### config.mk
export PLATFORM = sky130hd
export DESIGN_NAME = dispatch_ctrl
export DESIGN_NICKNAME = d
export VERILOG_FILES = /design/src/rtl/dispatch_ctrl.sv
export SDC_FILE = /design/constraint.sdc
export NUM_CORES = 1
export LEC_CHECK = 0
export ABC_AREA = 1
export CORE_AREA = 4 4 134 136
export CTS_CLUSTER_DIAMETER = 120
export DETAILED_ROUTE_END_ITERATION = 12
export DIE_AREA = 0 0 138 140
export PLACE_DENSITY = 0.78
export SLEW_MARGIN = 20
export SYNTH_ARGS = -nofsm -noshare
export SYNTH_HDL_FRONTEND = slang
export SYNTH_SLANG_ARGS = --single-unit
### constraint.sdc
create_clock -name clk_in -period 7.7 [get_ports clk_in]
set_input_delay 2.31 -clock clk_in [delete_from_list [all_inputs] [get_ports clk_in]]
set_output_delay 2.31 -clock clk_in [all_outputs]
set_load 0.01 [all_outputs]
### src/rtl/dispatch_ctrl.sv
// Single-entry dispatch buffer: takes decoded instructions and allocates ROB entries.
// It resolves operands from RF rename status and the CDB, then issues to the RS or the LSB.
module dispatch_ctrl #(
   parameter int ADDR_WIDTH = 32,
   parameter int REG_WIDTH  = 5,
   parameter int ROB_WIDTH  = 3
) (
   input  logic                  clk_in,
   input  logic                  rst_in,
   input  logic                  flush_in,
   // decoder
   input  logic                  DCDP_en,
   input  logic [ADDR_WIDTH-1:0] DCDP_pc,
   input  logic [6:0]            DCDP_opcode,
   input  logic [REG_WIDTH-1:0]  DCDP_rs1,
   input  logic [REG_WIDTH-1:0]  DCDP_rs2,
   input  logic [REG_WIDTH-1:0]  DCDP_rd,
   input  logic [19:0]           DCDP_imm,
   input  logic                  DCDP_predict_result,
   output logic                  DPIF_stall,
   // back-end capacity
   input  logic                  ROB_full,
   input  logic                  RS_full,
   input  logic                  LSB_full,
   input  logic [ROB_WIDTH-1:0]  ROB_tail,
   // register file query
   output logic [REG_WIDTH-1:0]  DPRF_rs1,
   output logic [REG_WIDTH-1:0]  DPRF_rs2,
   input  logic [31:0]           RF_val1,
   input  logic [31:0]           RF_val2,
   input  logic                  RF_dep1,
   input  logic                  RF_dep2,
   input  logic [ROB_WIDTH-1:0]  RF_tag1,
   input  logic [ROB_WIDTH-1:0]  RF_tag2,
   // common data bus
   input  logic                  CDB_en,
   input  logic [ROB_WIDTH-1:0]  CDB_rob_id,
   input  logic [31:0]           CDB_value,
   // dispatch outputs
   output logic                  DPROB_en,
   output logic                  DPRS_en,
   output logic                  DPLSB_en,
   output logic                  DPRF_en,
   output logic [6:0]            DP_opcode,
   output logic [ADDR_WIDTH-1:0] DP_pc,
   output logic [19:0]           DP_imm,
   output logic [REG_WIDTH-1:0]  DP_rd,
   output logic                  DP_predict_result,
   output logic [31:0]           DP_val1,
   output logic [31:0]           DP_val2,
   output logic                  DP_dep1,
   output logic                  DP_dep2,
   output logic [ROB_WIDTH-1:0]  DP_tag1,
   output logic [ROB_WIDTH-1:0]  DP_tag2,
   output logic [ROB_WIDTH-1:0]  DP_rob_id
);

   typedef enum logic {EMPTY, FULL} state_t;

   typedef struct packed {
      logic                 dep;
      logic [ROB_WIDTH-1:0] tag;
      logic [31:0]          val;
   } opnd_t;

   state_t                 state;
   logic [6:0]             op_q;
   logic [ADDR_WIDTH-1:0]  pc_q;
   logic [19:0]            imm_q;
   logic [REG_WIDTH-1:0]   rs1_q, rs2_q, rd_q;
   logic                   pred_q;

   logic  full, is_lsb, fire_raw, fire, accept, writes_rd, use1, use2;
   opnd_t op1, op2;

   // A matching CDB broadcast beats the RF's pending status in the same cycle.
   function automatic opnd_t resolve(input logic used, input logic [REG_WIDTH-1:0] r,
                                     input logic [31:0] rv, input logic dep,
                                     input logic [ROB_WIDTH-1:0] tag, input logic cdb_en,
                                     input logic [ROB_WIDTH-1:0] cdb_id,
                                     input logic [31:0] cdb_val);
      opnd_t o;
      o = '0;
      if (used && r != '0) begin
         if (dep && cdb_en && cdb_id == tag) o.val = cdb_val;
         else if (dep) begin
            o.dep = 1'b1;
            o.tag = tag;
         end else o.val = rv;
      end
      return o;
   endfunction

   always_comb begin
      full      = (state == FULL);
      is_lsb    = (op_q >= 7'd11) && (op_q <= 7'd18);
      fire_raw  = full && !ROB_full && (is_lsb ? !LSB_full : !RS_full);
      fire      = fire_raw && !flush_in;
      accept    = DCDP_en && (DCDP_opcode != 7'd0) && (!full || fire);
      writes_rd = !((op_q >= 7'd5) && (op_q <= 7'd10)) && !((op_q >= 7'd16) && (op_q <= 7'd18));
      use1      = (op_q == 7'd4) || ((op_q >= 7'd5) && (op_q <= 7'd37));
      use2      = ((op_q >= 7'd5) && (op_q <= 7'd10)) || ((op_q >= 7'd16) && (op_q <= 7'd18)) ||
                  ((op_q >= 7'd28) && (op_q <= 7'd37));
      op1       = resolve(use1, rs1_q, RF_val1, RF_dep1, RF_tag1, CDB_en, CDB_rob_id, CDB_value);
      op2       = resolve(use2, rs2_q, RF_val2, RF_dep2, RF_tag2, CDB_en, CDB_rob_id, CDB_value);
   end

   assign DPIF_stall        = full && !fire_raw;
   assign DPROB_en          = fire;
   assign DPRS_en           = fire && !is_lsb;
   assign DPLSB_en          = fire && is_lsb;
   assign DPRF_en           = fire && writes_rd && (rd_q != '0);
   assign DPRF_rs1          = rs1_q;
   assign DPRF_rs2          = rs2_q;
   assign DP_opcode         = op_q;
   assign DP_pc             = pc_q;
   assign DP_imm            = imm_q;
   assign DP_rd             = rd_q;
   assign DP_predict_result = pred_q;
   assign DP_rob_id         = ROB_tail;
   assign DP_val1           = op1.val;
   assign DP_dep1           = op1.dep;
   assign DP_tag1           = op1.tag;
   assign DP_val2           = op2.val;
   assign DP_dep2           = op2.dep;
   assign DP_tag2           = op2.tag;

   always_ff @(posedge clk_in) begin
      if (rst_in) begin
         state  <= EMPTY;
         op_q   <= '0;
         pc_q   <= '0;
         imm_q  <= '0;
         rs1_q  <= '0;
         rs2_q  <= '0;
         rd_q   <= '0;
         pred_q <= 1'b0;
      end else if (flush_in) begin
         state <= EMPTY;
      end else if (accept) begin
         state  <= FULL;
         op_q   <= DCDP_opcode;
         pc_q   <= DCDP_pc;
         imm_q  <= DCDP_imm;
         rs1_q  <= DCDP_rs1;
         rs2_q  <= DCDP_rs2;
         rd_q   <= DCDP_rd;
         pred_q <= DCDP_predict_result;
      end else if (fire) begin
         state <= EMPTY;
      end
   end

endmodule

# Yosys cells after proc, flatten, opt, wreduce, memory -nomap -nowiden
# Cells that the tools add are included.
[op_classes] n_lt_le_gt_ge=7 eq_ne=3 n_mux=13 bitwise=1 reduce_logical=42
[op_table] op="2-to-1 mux 32 bit" n=4
[op_table] op="2-to-1 mux 36 bit" n=2
[op_table] op="logical AND 1 bit" n=22
[op_table] op="2-to-1 mux 4 bit" n=4
[op_table] op="nonzero test 5 bit" n=3
[op_table] op=">= comparator 7 x 5 -> 1 bit, second input constant" n=2
[op_table] op="logical NOT 1 bit" n=9
[op_table] op="== test 7 x 3 -> 1 bit, second input constant" n=1
[op_table] op=">= comparator 7 x 3 -> 1 bit, second input constant" n=1
[op_table] op=">= comparator 7 x 4 -> 1 bit, second input constant" n=1
[op_table] op="<= comparator 7 x 4 -> 1 bit, second input constant" n=1
[op_table] op="<= comparator 7 x 5 -> 1 bit, second input constant" n=1
[op_table] op="<= comparator 7 x 6 -> 1 bit, second input constant" n=1
[op_table] op="nonzero test 7 bit" n=1
[op_table] op="== test 3 bit" n=2
[op_table] op="logical OR 1 bit" n=4
[op_table] op="2-to-1 mux 1 bit" n=3
[op_table] op="AND reduction 2 bit" n=1
[op_table] op="nonzero test 2 bit" n=1
[op_table] op="OR reduction 2 bit" n=1
[op_table] op="inverter 1 bit" n=1
[totals] regBits=76 inputBits=193 output_inout_bits=155 word_cells=74

# Depth between registers and ports, before layout
# Gate-level depths: netlist of run 1.
[depth] ltp_word=8 depth_mapped=13 ltp_nobuf=11

# Worst setup path before layout of run 1
# OpenSTA, ideal clock, no wires.
[synth_path] path_kind="input-to-output" startpoint="input CDB_rob_id[0]" endpoint="output DP_val1[26]" arrival_ns=3.346 t_required_ns=5.390 path_slack_ns=2.044 stages=7 n_path_buf=2 path_cell_list="xor2_1 > nor3_1 > nand3_1 > clkbuf_2 > clkbuf_1 > o21ai_0 > nor2_1"
[synth_via] elab_chain_cells=4
[synth_lines] item="start: declaration" line="37" text="input logic [ROB_WIDTH-1:0] CDB_rob_id,"
[synth_lines] item="== test 3 bit" line="85" text="if (dep && cdb_en && cdb_id == tag) o.val = cdb_val;"
[synth_lines] item="logical AND 1 bit" line="85"
[synth_lines] item="2-to-1 mux 32 bit" line="85"
[synth_lines] item="2-to-1 mux 36 bit" line="84" text="if (used && r != '0) begin"
[synth_lines] item="end: declaration" line="49" text="output logic [31:0] DP_val1,"
# Every way passes these cells.

# Final worst setup path of run 1
[layout_path] startpoint="input RF_tag2[2]" endpoint="output DP_val2[0]"
[layout_via] elab_chain_cells=4
[layout_lines] item="start: declaration" line="34" text="input logic [ROB_WIDTH-1:0] RF_tag2,"
[layout_lines] item="== test 3 bit" line="85"
[layout_lines] item="logical AND 1 bit" line="85"
[layout_lines] item="2-to-1 mux 32 bit" line="85"
[layout_lines] item="2-to-1 mux 36 bit" line="84"
[layout_lines] item="end: declaration" line="50" text="output logic [31:0] DP_val2,"
# Every way passes these cells.

==> flow_metrics.py, run 1 <==
metrics = {
    "run_status": {
        "outcome": "finished clean",
    },
    "drt": {
        "drtIter0Drc": 372,
        "drt-pass1-iter-count": 7,
        "vias": 6417,
        "ant_nets": 0,
        "avgRoutedWirePerCell_um": 14.7,
        "drcViolationCount": 0,
        "finalWirelength_um": 20500,
        "routed_via_density": 4.62,
    },
    "global_route": {
        "grt_max_degree": 103,
        "antenna_found_initial": 5,
        "grt_pass1_wl_um": 31200,
        "overflow": 0,
        "grt_usage_pct": 19.7,
        "grt_pass1_vias": 5886,
    },
    "yosys": {
        "synth_edf_count": 0,
        "synth_nets": 1058,
        "ys.flop_type": "dfxtp_1",
        "async_reset_ff_share_pct": 0,
        "synth-seq-cells": 76,
        "ys_types": 24,
        "yosysSeqAreaShare_pct": 30.2,
        "syn_inst": 865,
        "avgSynthCellArea_um2": 5.83,
        "synth_warnings": 0,
        "syn_area_um2": 5050,
    },
    "finish": {
        "fin_util_pct": 52.0,
        "drive_gt1_share_pct": 3.19,
        "area_growth_pct": 74.5,
        "instances_no_fill": 1389,
        "fin_nets": 1348,
    },
    "timing": {
        "setup_violations": 0,
        "rsz0062_at_grt": "no",
        "skew_ns": 0.00355,
        "setup_tns_ns": 0,
        "tightestPinTransition_ns": 0.979,
        "whs_ns": 0.476,
        "finalHoldViolations": 0,
        "slew_violations": 0,
        "period_minus_slack_ns": 6.92,
        "fin_crit_sh_pct": 89.9,
        "fmax_mhz": 144,
        "slew_headroom_pct": 34.5,
    },
    "cts": {
        "post_cts_buffers": 0,
        "clk_latency_ns": 0.33,
        "clockBufferDepth": 2,
        "htreeDepth": 3,
        "cts_buffers": 9,
        "cts_hold_buf": 0,
        "clkSinkCount": 76,
        "ctsResizeCount": 0,
        "cts_tree": "done",
        "clk_pin_slew_worst_paths_ns": 0.06,
        "root_buffer": "clkbuf_16",
    },
    "worst_setup_path": {
        "worstPathArrival_ns": 4.61,
        "worst-setup-path-type": "in2out",
        "crit_slowest_cell": "clkdlybuf4s50_1",
        "critPathMaxStageDelay_ns": 0.56,
        "cp.depth": 9,
        "critical_path_required_ns": 5.39,
        "r2r_end": "DP_pc[6]",
        "reg2reg_slack_ns": 4.95,
        "endpoint_kind": "output pin",
        "path_buf_inv": 3,
        "r2r-start": "DP_opcode[1]",
        "critPathCapture": "DP_val2[0]",
        "crit_path_start": "RF_tag2[2]",
        "path_max_fanout": 68,
        "crit_path_cell_trace": "clkdlybuf4s50_1, xor2_1, nor3_1, nand3_2, buf_4, o21ai_0, o21ai_0, nor2_1, clkdlybuf4s50_1",
        "rr_worst_depth": 12,
        "crit_path_start_kind": "input port",
        "crit_family": "buffers and inverters",
    },
    "floorplan": {
        "start_util_pct": 29.8,
        "die_area_um2": 19300,
        "fp.dieW_um": 138,
        "core_area_um2": 16900,
        "placementRows": 48,
        "ioPinCount": 348,
        "die_h_um": 140,
    },
    "job": {
        "maxCapViolations": 0,
    },
    "worst_hold_path": {
        "hp-class": "reg2reg",
    },
    "power_and_ir_drop": {
        "power.leakage_uw": 0.00388,
        "peakVddDrop_uv": 119,
        "powerDensity_nw_per_um2": 149,
    },
    "placement": {
        "dp_hpwl_um": 15600,
        "placed_cells": 1368,
        "port_buffers": 341,
        "place_congestion": 0.896,
    },
}
cells in the final DEF (no fill, tap or decap), types with 3 or more instances in the layout:
master,count
clkdlybuf4s50_1,341
o21ai_0,131
dfxtp_1,76
nor3_1,3
xor2_1,6
nand2_1,91
diode_2,4
nand4_1,3
buf_4,7
nor2_1,155
a21oi_1,77
clkbuf_16,9
inv_2,5
o21ai_1,3
inv_1,145
nand3_1,87
cells by family after synthesis:
logic type | Yosys count | share of synthesized area, %
compound gates | 215 | 21.6
xor+xnor | 6 | 1.04
buf+inv | 221 | 18.7
flops | 76 | 30.2
simple gates | 347 | 28.5
stage by stage:
step	setup slack [ns]	cell area (um2)	power, uW
detailed placement	0.803	8470	894
global route	0.666	8810	1390
CTS	0.797	8780	1330
floorplan	2.04	5050	645
global placement	0.742	8470	890
finish	0.779	8810	1310
power breakdown:
| group | total [uW] | internal (uW) | switching [uW] |
|---|---|---|---|
| logic | 447 | 240 | 207 |
| registers | 439 | 421 | 18.1 |
| clock network | 428 | 268 | 161 |
| total | 1310 | 929 | 386 |
tightest hold or removal path, stage by stage, from the launching register on:
cell	delay, ns
dfxtp_1	0.32
a21oi_1	0.04
nor2_1	0.08
worst min-delay path by stage:
| stage | start | to | slack (ns) | cells after the start |
|---|---|---|---|---|
| after CTS | DP_pc[1] | DP_pc[1] | 0.48 | 2 |
| after floorplan | full | full | 0.46 | 2 |
| after global placement | DP_pc[19] | DP_pc[19] | 0.46 | 2 |
| final | DP_pc[1] | DP_pc[1] | 0.48 | 2 |
| after detailed placement | DP_imm[8] | DP_imm[8] | 0.47 | 2 |
| after global routing | DP_pc[18] | DP_pc[18] | 0.51 | 2 |
state kept, by name (all words and copies together), names as in the netlist:
signal             flops
DPRF_rs1               5
DP_pc                 32
DPRF_rs2               5
DP_predict_result      1
full                   1
DP_imm                20
DP_rd                  5
DP_opcode              7
layout make-up:
| class | count | area, um2 |
|---|---|---|
| multi-input combinational | 568 | 2620 |
| clock inverter | 4 | 47.5 |
| antenna | 4 | 10.0 |
| clock buffer | 12 | 256 |
| fill | 1723 | 8130 |
| tap | 225 | 282 |
| timing repair buffer | 350 | 3510 |
| sequential | 76 | 1520 |
| inverter | 150 | 563 |
cell usage after synthesis, types with 2 or more instances:
cell type	count	area share, %
nor2_1	156	12
inv_1	146	11
o21ai_0	131	13
nand2_1	91	6.8
nand3_1	89	8.8
a21oi_1	77	7.6
dfxtp_1	76	30
clkbuf_1	34	2.5
buf_2	22	2.2
buf_6	9	2.0
xor2_1	6	1.0
buf_4	4	0.60
inv_2	4	0.30
nand4_1	3	0.37
nor3_1	3	0.30
o21ai_1	3	0.30
clkbuf_2	2	0.20
nand2_2	2	0.25
or4_1	2	0.30
metal layers:
metal | vias up | wire [um] | track usage [%] | share of wire [%]
li1 | 3297 | - | - | -
met1 | 2803 | 7860 | 22.3 | 38
met2 | 279 | 10000 | 34.5 | 49
met3 | 36 | 2010 | 6.49 | 9.8
met4 | 2 | 565 | 7.64 | 2.8
met5 | - | 13 | 0 | 0.063
No activity file was read; power rests on OpenSTA's default activity.
==> run 2: changes to the inputs <==
CORE_AREA = 2 2 135 137   (was 4 4 134 136)
DIE_AREA = 0 0 137 139   (was 0 0 138 140)
PLACE_DENSITY = 0.76   (was 0.78)
SETUP_SLACK_MARGIN = 0.2   (was not set)
==> run 2 against run 1 <==
  * Global-route usage grew 0.53 points
  * Clock power grew 1%
  * Hold slack is essentially flat
  * Flip-flop and latch count is the same
  * Combinational power is essentially flat
  * Routed wire length shrank 0.58%
  * Count of clock-buffer cells in the layout is the same
  * Sequential share of layout area is essentially flat
  * Register-to-register slack gained 0.04 ns
  * Largest power group unchanged
  * First-iteration DRC count shrank 14%
==> flow_metrics.py, run 2 (synthesis results as in run 1) <==
metrics = {
    "finish": {
        "final_cell_mix": "clkdlybuf4s50_1, nor2_1, inv_1",
        "instances_no_fill": 1388,
        "fin_nets": 1346,
        "area_growth_pct": 74.2,
        "fill_cells": 1787,
        "largest_register_ffs": 32,
        "final_common_cell": "clkdlybuf4s50_1",
        "drive_gt1_share_pct": 3.02,
    },
    "drt": {
        "drcViolationCount": 0,
        "ant_nets": 0,
        "avgRoutedWirePerCell_um": 14.7,
        "drt-pass1-iter-count": 5,
        "drtIter0Drc": 319,
        "vias": 6406,
        "finalWirelength_um": 20400,
        "routed_via_density": 4.62,
    },
    "cts": {
        "cts_buffers": 9,
        "cts_tree": "done",
        "clk_latency_ns": 0.33,
        "clockBufferDepth": 2,
        "ctsResizeCount": 0,
        "clk_pin_slew_worst_paths_ns": 0.06,
        "root_buffer": "clkbuf_16",
        "clkSinkCount": 76,
        "htreeDepth": 3,
        "cts_hold_buf": 0,
        "post_cts_buffers": 0,
    },
    "timing": {
        "setup_tns_ns": 0,
        "setup_violations": 0,
        "slew_headroom_pct": 27.8,
        "setup_ws_ns": 0.704,
        "fin_crit_sh_pct": 90.9,
        "slew_violations": 0,
        "finalHoldViolations": 0,
        "tightestPinTransition_ns": 1.08,
        "skew_ns": 0.00761,
        "rsz0062_at_grt": "no",
        "fmax_mhz": 143,
        "period_minus_slack_ns": 7.00,
    },
    "floorplan": {
        "placementRows": 49,
        "fp.dieW_um": 137,
        "die_area_um2": 19000,
        "die_h_um": 139,
        "ioPinCount": 348,
        "core_area_um2": 17700,
        "start_util_pct": 28.6,
    },
    "worst_setup_path": {
        "worst-setup-path-type": "in2out",
        "path_max_fanout": 53,
        "endpoint_kind": "output pin",
        "crit_path_start_kind": "input port",
        "worstPathArrival_ns": 4.69,
        "critical_path_required_ns": 5.39,
    },
    "job": {
        "maxCapViolations": 0,
    },
    "placement": {
        "place_congestion": 0.916,
        "placed_cells": 1371,
        "port_buffers": 341,
        "dp_hpwl_um": 15700,
        "preCtsSetupSlack_ns": 0.735,
    },
    "global_route": {
        "antenna_found_initial": 3,
        "grt_usage_pct": 20.3,
        "overflow": 0,
        "grt_pass1_wl_um": 30400,
        "grt_pass1_vias": 5759,
        "grt_max_degree": 116,
    },
    "power_and_ir_drop": {
        "power.leakage_uw": 0.00387,
        "powerDensity_nw_per_um2": 150,
        "power.total_uw": 1320,
        "peakVddDrop_uv": 103,
    },
    "worst_hold_path": {
        "hp-class": "reg2reg",
    },
    "run_status": {
        "outcome": "finished clean",
    },
}
==> run 2: changes by cell type in the layout (fill, tap and decap cells not counted), sizes merged <==
cell	change
buf	-2
diode	-3
==> run 2: worst max-delay path, cell delays in order <==
cell,delay (ns)
clkdlybuf4s50_1,0.47
xor2_1,0.19
nor3_1,0.24
nand3_2,0.28
buf_12,0.27
o21ai_0,0.10
o21ai_0,0.13
nor2_1,0.12
clkdlybuf4s50_1,0.55
==> run 2: final timing paths <==
| path | from | end | slack, ns | cells past startpoint |
|---|---|---|---|---|
| worst max register to register | DP_opcode[6] | DP_pc[10] | 4.99 | 12 |
| worst min register to register | DP_pc[3] | DP_pc[3] | 0.48 | 2 |
| worst max-delay path | RF_tag2[0] | DP_val2[12] | 0.70 | 9 |
| worst min-delay path | DP_pc[3] | DP_pc[3] | 0.48 | 2 |
==> run 2: cell type report <==
cell class / count / area (um2) / area share, %
Timing Repair Buffer: 348 / 3490 / 39.7
Multi-Input combinational cell: 568 / 2620 / 29.8
Sequential cell: 76 / 1520 / 17.3
Inverter: 150 / 563 / 6.41
Tap cell: 229 / 287 / 3.26
Clock buffer: 12 / 256 / 2.92
Clock inverter: 4 / 47.5 / 0.541
Antenna cell: 1 / 2.50 / 0.0285
==> run 2: report_power, final <==
group | total, uW | switching [uW] | internal (uW) | leakage [uW]
logic | 445 | 206 | 239 | 0.00310
registers | 439 | 18.2 | 421 | 0.000626
clock network | 433 | 165 | 268 | 0.000149
total | 1320 | 389 | 928 | 0.00387
==> run 2: metal layers <==
| metal | up-vias | routed length, um | GRT usage (%) |
|---|---|---|---|
| li1 | 3282 | - | - |
| met1 | 2816 | 7650 | 22.3 |
| met2 | 265 | 10100 | 36.1 |
| met3 | 39 | 1950 | 5.92 |
| met4 | 4 | 621 | 7.81 |
| met5 | - | 23 | 0 |
==> run 2: stage by stage <==
step                util (%)  hold WS [ns]  cell area, um2
detailed placement      48.0         0.468            8480
global placement        48.0         0.459            8480
floorplan                  -         0.461            5050
CTS                     49.8         0.481            8790
finish                  49.8         0.476            8790
global route            49.8         0.501            8790
==> run 3: changes to the inputs <==
CORE_AREA = 8 8 130 132   (was 2 2 135 137)
DIE_AREA = 0 0 138 140   (was 0 0 137 139)
PLACE_DENSITY = 0.86   (was 0.76)
REMOVE_ABC_BUFFERS = 1   (was not set)
==> run 3 against run 2 <==
  * Critical path type unchanged
  * Clock power is 6.2% lower
  * Final cell count shrank 2.7%
  * Core utilization is 9.0 points higher
  * Maximum frequency fell by 0.20%
  * Largest power group unchanged
==> flow_metrics.py, run 3 (synthesis results as in run 1) <==
metrics = {
    "finish": {
        "final_common_cell": "clkdlybuf4s50_1",
        "largest_register_ffs": 32,
        "drive_gt1_share_pct": 3.11,
        "fill_cells": 1370,
        "final_area_um2": 8740,
        "final_cell_mix": "clkdlybuf4s50_1, nor2_1, inv_1",
        "regArea_um2": 1520,
        "fin_nets": 1348,
        "area_growth_pct": 73.1,
        "multi_input_area_um2": 2610,
        "fin_util_pct": 58.8,
    },
    "global_route": {
        "grt_usage_pct": 21.3,
        "grt_pass1_wl_um": 33400,
        "grt_max_degree": 147,
        "overflow": 0,
        "grt_pass1_vias": 6050,
        "antenna_found_initial": 3,
    },
    "timing": {
        "finalHoldViolations": 0,
        "fin_crit_sh_pct": 91.0,
        "setup_tns_ns": 0,
        "tightestPinTransition_ns": 0.856,
        "setup_violations": 0,
        "slew_violations": 0,
        "slew_headroom_pct": 42.9,
        "fmax_mhz": 143,
        "rsz0062_at_grt": "no",
        "skew_ns": 0.00851,
        "period_minus_slack_ns": 7.01,
    },
    "cts": {
        "ctsResizeCount": 0,
        "clk_pin_slew_worst_paths_ns": 0.05,
        "root_buffer": "clkbuf_16",
        "htreeDepth": 3,
        "cts_tree": "done",
        "clkSinkCount": 76,
        "clk_latency_ns": 0.33,
        "cts_buffers": 9,
        "post_cts_buffers": 0,
        "clockBufferDepth": 2,
        "cts_hold_buf": 0,
    },
    "floorplan": {
        "die_h_um": 140,
        "die_area_um2": 19300,
        "fp.dieW_um": 138,
        "core_area_um2": 14900,
        "start_util_pct": 33.9,
        "ioPinCount": 348,
        "placementRows": 45,
    },
    "placement": {
        "dpl_cell_area_um2": 8440,
        "dp_hpwl_um": 17000,
        "place_congestion": 0.926,
        "port_buffers": 341,
    },
    "power_and_ir_drop": {
        "peakVddDrop_uv": 152,
        "power.leakage_uw": 0.00388,
        "powerDensity_nw_per_um2": 148,
    },
    "drt": {
        "drt-pass1-iter-count": 5,
        "ant_nets": 0,
        "routed_via_density": 4.77,
        "vias": 6450,
        "drtIter0Drc": 323,
        "drcViolationCount": 0,
        "avgRoutedWirePerCell_um": 16.1,
        "finalWirelength_um": 21800,
    },
    "worst_setup_path": {
        "crit_family": "buffers and inverters",
        "crit_path_start_kind": "input port",
        "critical_path_required_ns": 5.39,
        "worstPathArrival_ns": 4.70,
        "critPathMaxStageDelay_ns": 0.57,
        "crit_slowest_cell": "clkdlybuf4s50_1",
        "path_max_fanout": 50,
        "endpoint_kind": "output pin",
        "crit_path_cell_trace": "clkdlybuf4s50_1, xor2_1, nor3_1, nand3_2, buf_12, o21ai_0, o21ai_0, nor2_1, clkdlybuf4s50_1",
        "path_buf_inv": 3,
        "worst-setup-path-type": "in2out",
    },
    "worst_hold_path": {
        "hp-class": "reg2reg",
    },
    "job": {
        "maxCapViolations": 0,
    },
    "run_status": {
        "outcome": "finished clean",
    },
}
-- run 3: cell type report --
| cell class | instances | area share (%) |
|---|---|---|
| timing repair buffer | 350 | 40.3 |
| sequential | 76 | 17.4 |
| inverter | 150 | 6.45 |
| antenna | 4 | 0.115 |
| clock inverter | 5 | 0.616 |
| clock buffer | 10 | 2.62 |
| tap | 188 | 2.69 |
| multi-input combinational | 568 | 29.8 |
-- run 3: per-stage QoR --
step / std cells / hold WS, ns / setup slack (ns) / power [uW]
6_report: 1351 / 0.475 / 0.690 / 1300
4_1_cts: 1347 / 0.481 / 0.676 / 1310
3_3_place_gp: 1332 / 0.459 / 0.726 / 893
5_1_grt: 1350 / 0.499 / 0.482 / 1360
2_1_floorplan: 794 / 0.461 / 0.134 / 628
3_5_place_dp: 1332 / 0.469 / 0.689 / 898
-- run 3: where the power goes --
part           leakage, uW  internal (uW)  total, uW  switching, uW
combinational      0.00311            240        450            210
clock             0.000142            248        406            158
sequential        0.000626            421        439           17.6
-- run 3: layer usage --
metal | wire (um) | track usage (%) | vias to the layer above
li1 | - | - | 3292
met1 | 8070 | 22.6 | 2822
met2 | 10800 | 36.5 | 305
met3 | 2420 | 8.86 | 31
met4 | 527 | 9.32 | 0
met5 | 0 | 0 | -
-- run 3: worst paths after layout --
| path | cells after the start | slack, ns | start | end |
|---|---|---|---|---|
| min reg2reg | 2 | 0.48 | DP_pc[24] | DP_pc[24] |
| min | 2 | 0.48 | DP_pc[24] | DP_pc[24] |
| max | 9 | 0.69 | CDB_rob_id[2] | DP_val2[14] |
| max reg2reg | 12 | 4.91 | DP_opcode[1] | DP_pc[20] |
-- run 3: worst register-to-register path: cells and delay by family (launching register included) --
| kind | cells | cell delay (ns) |
|---|---|---|
| AND/OR/NAND/NOR | 11 | 1.45 |
| buffers and inverters | 1 | 0.82 |
| flip-flops | 1 | 0.42 |
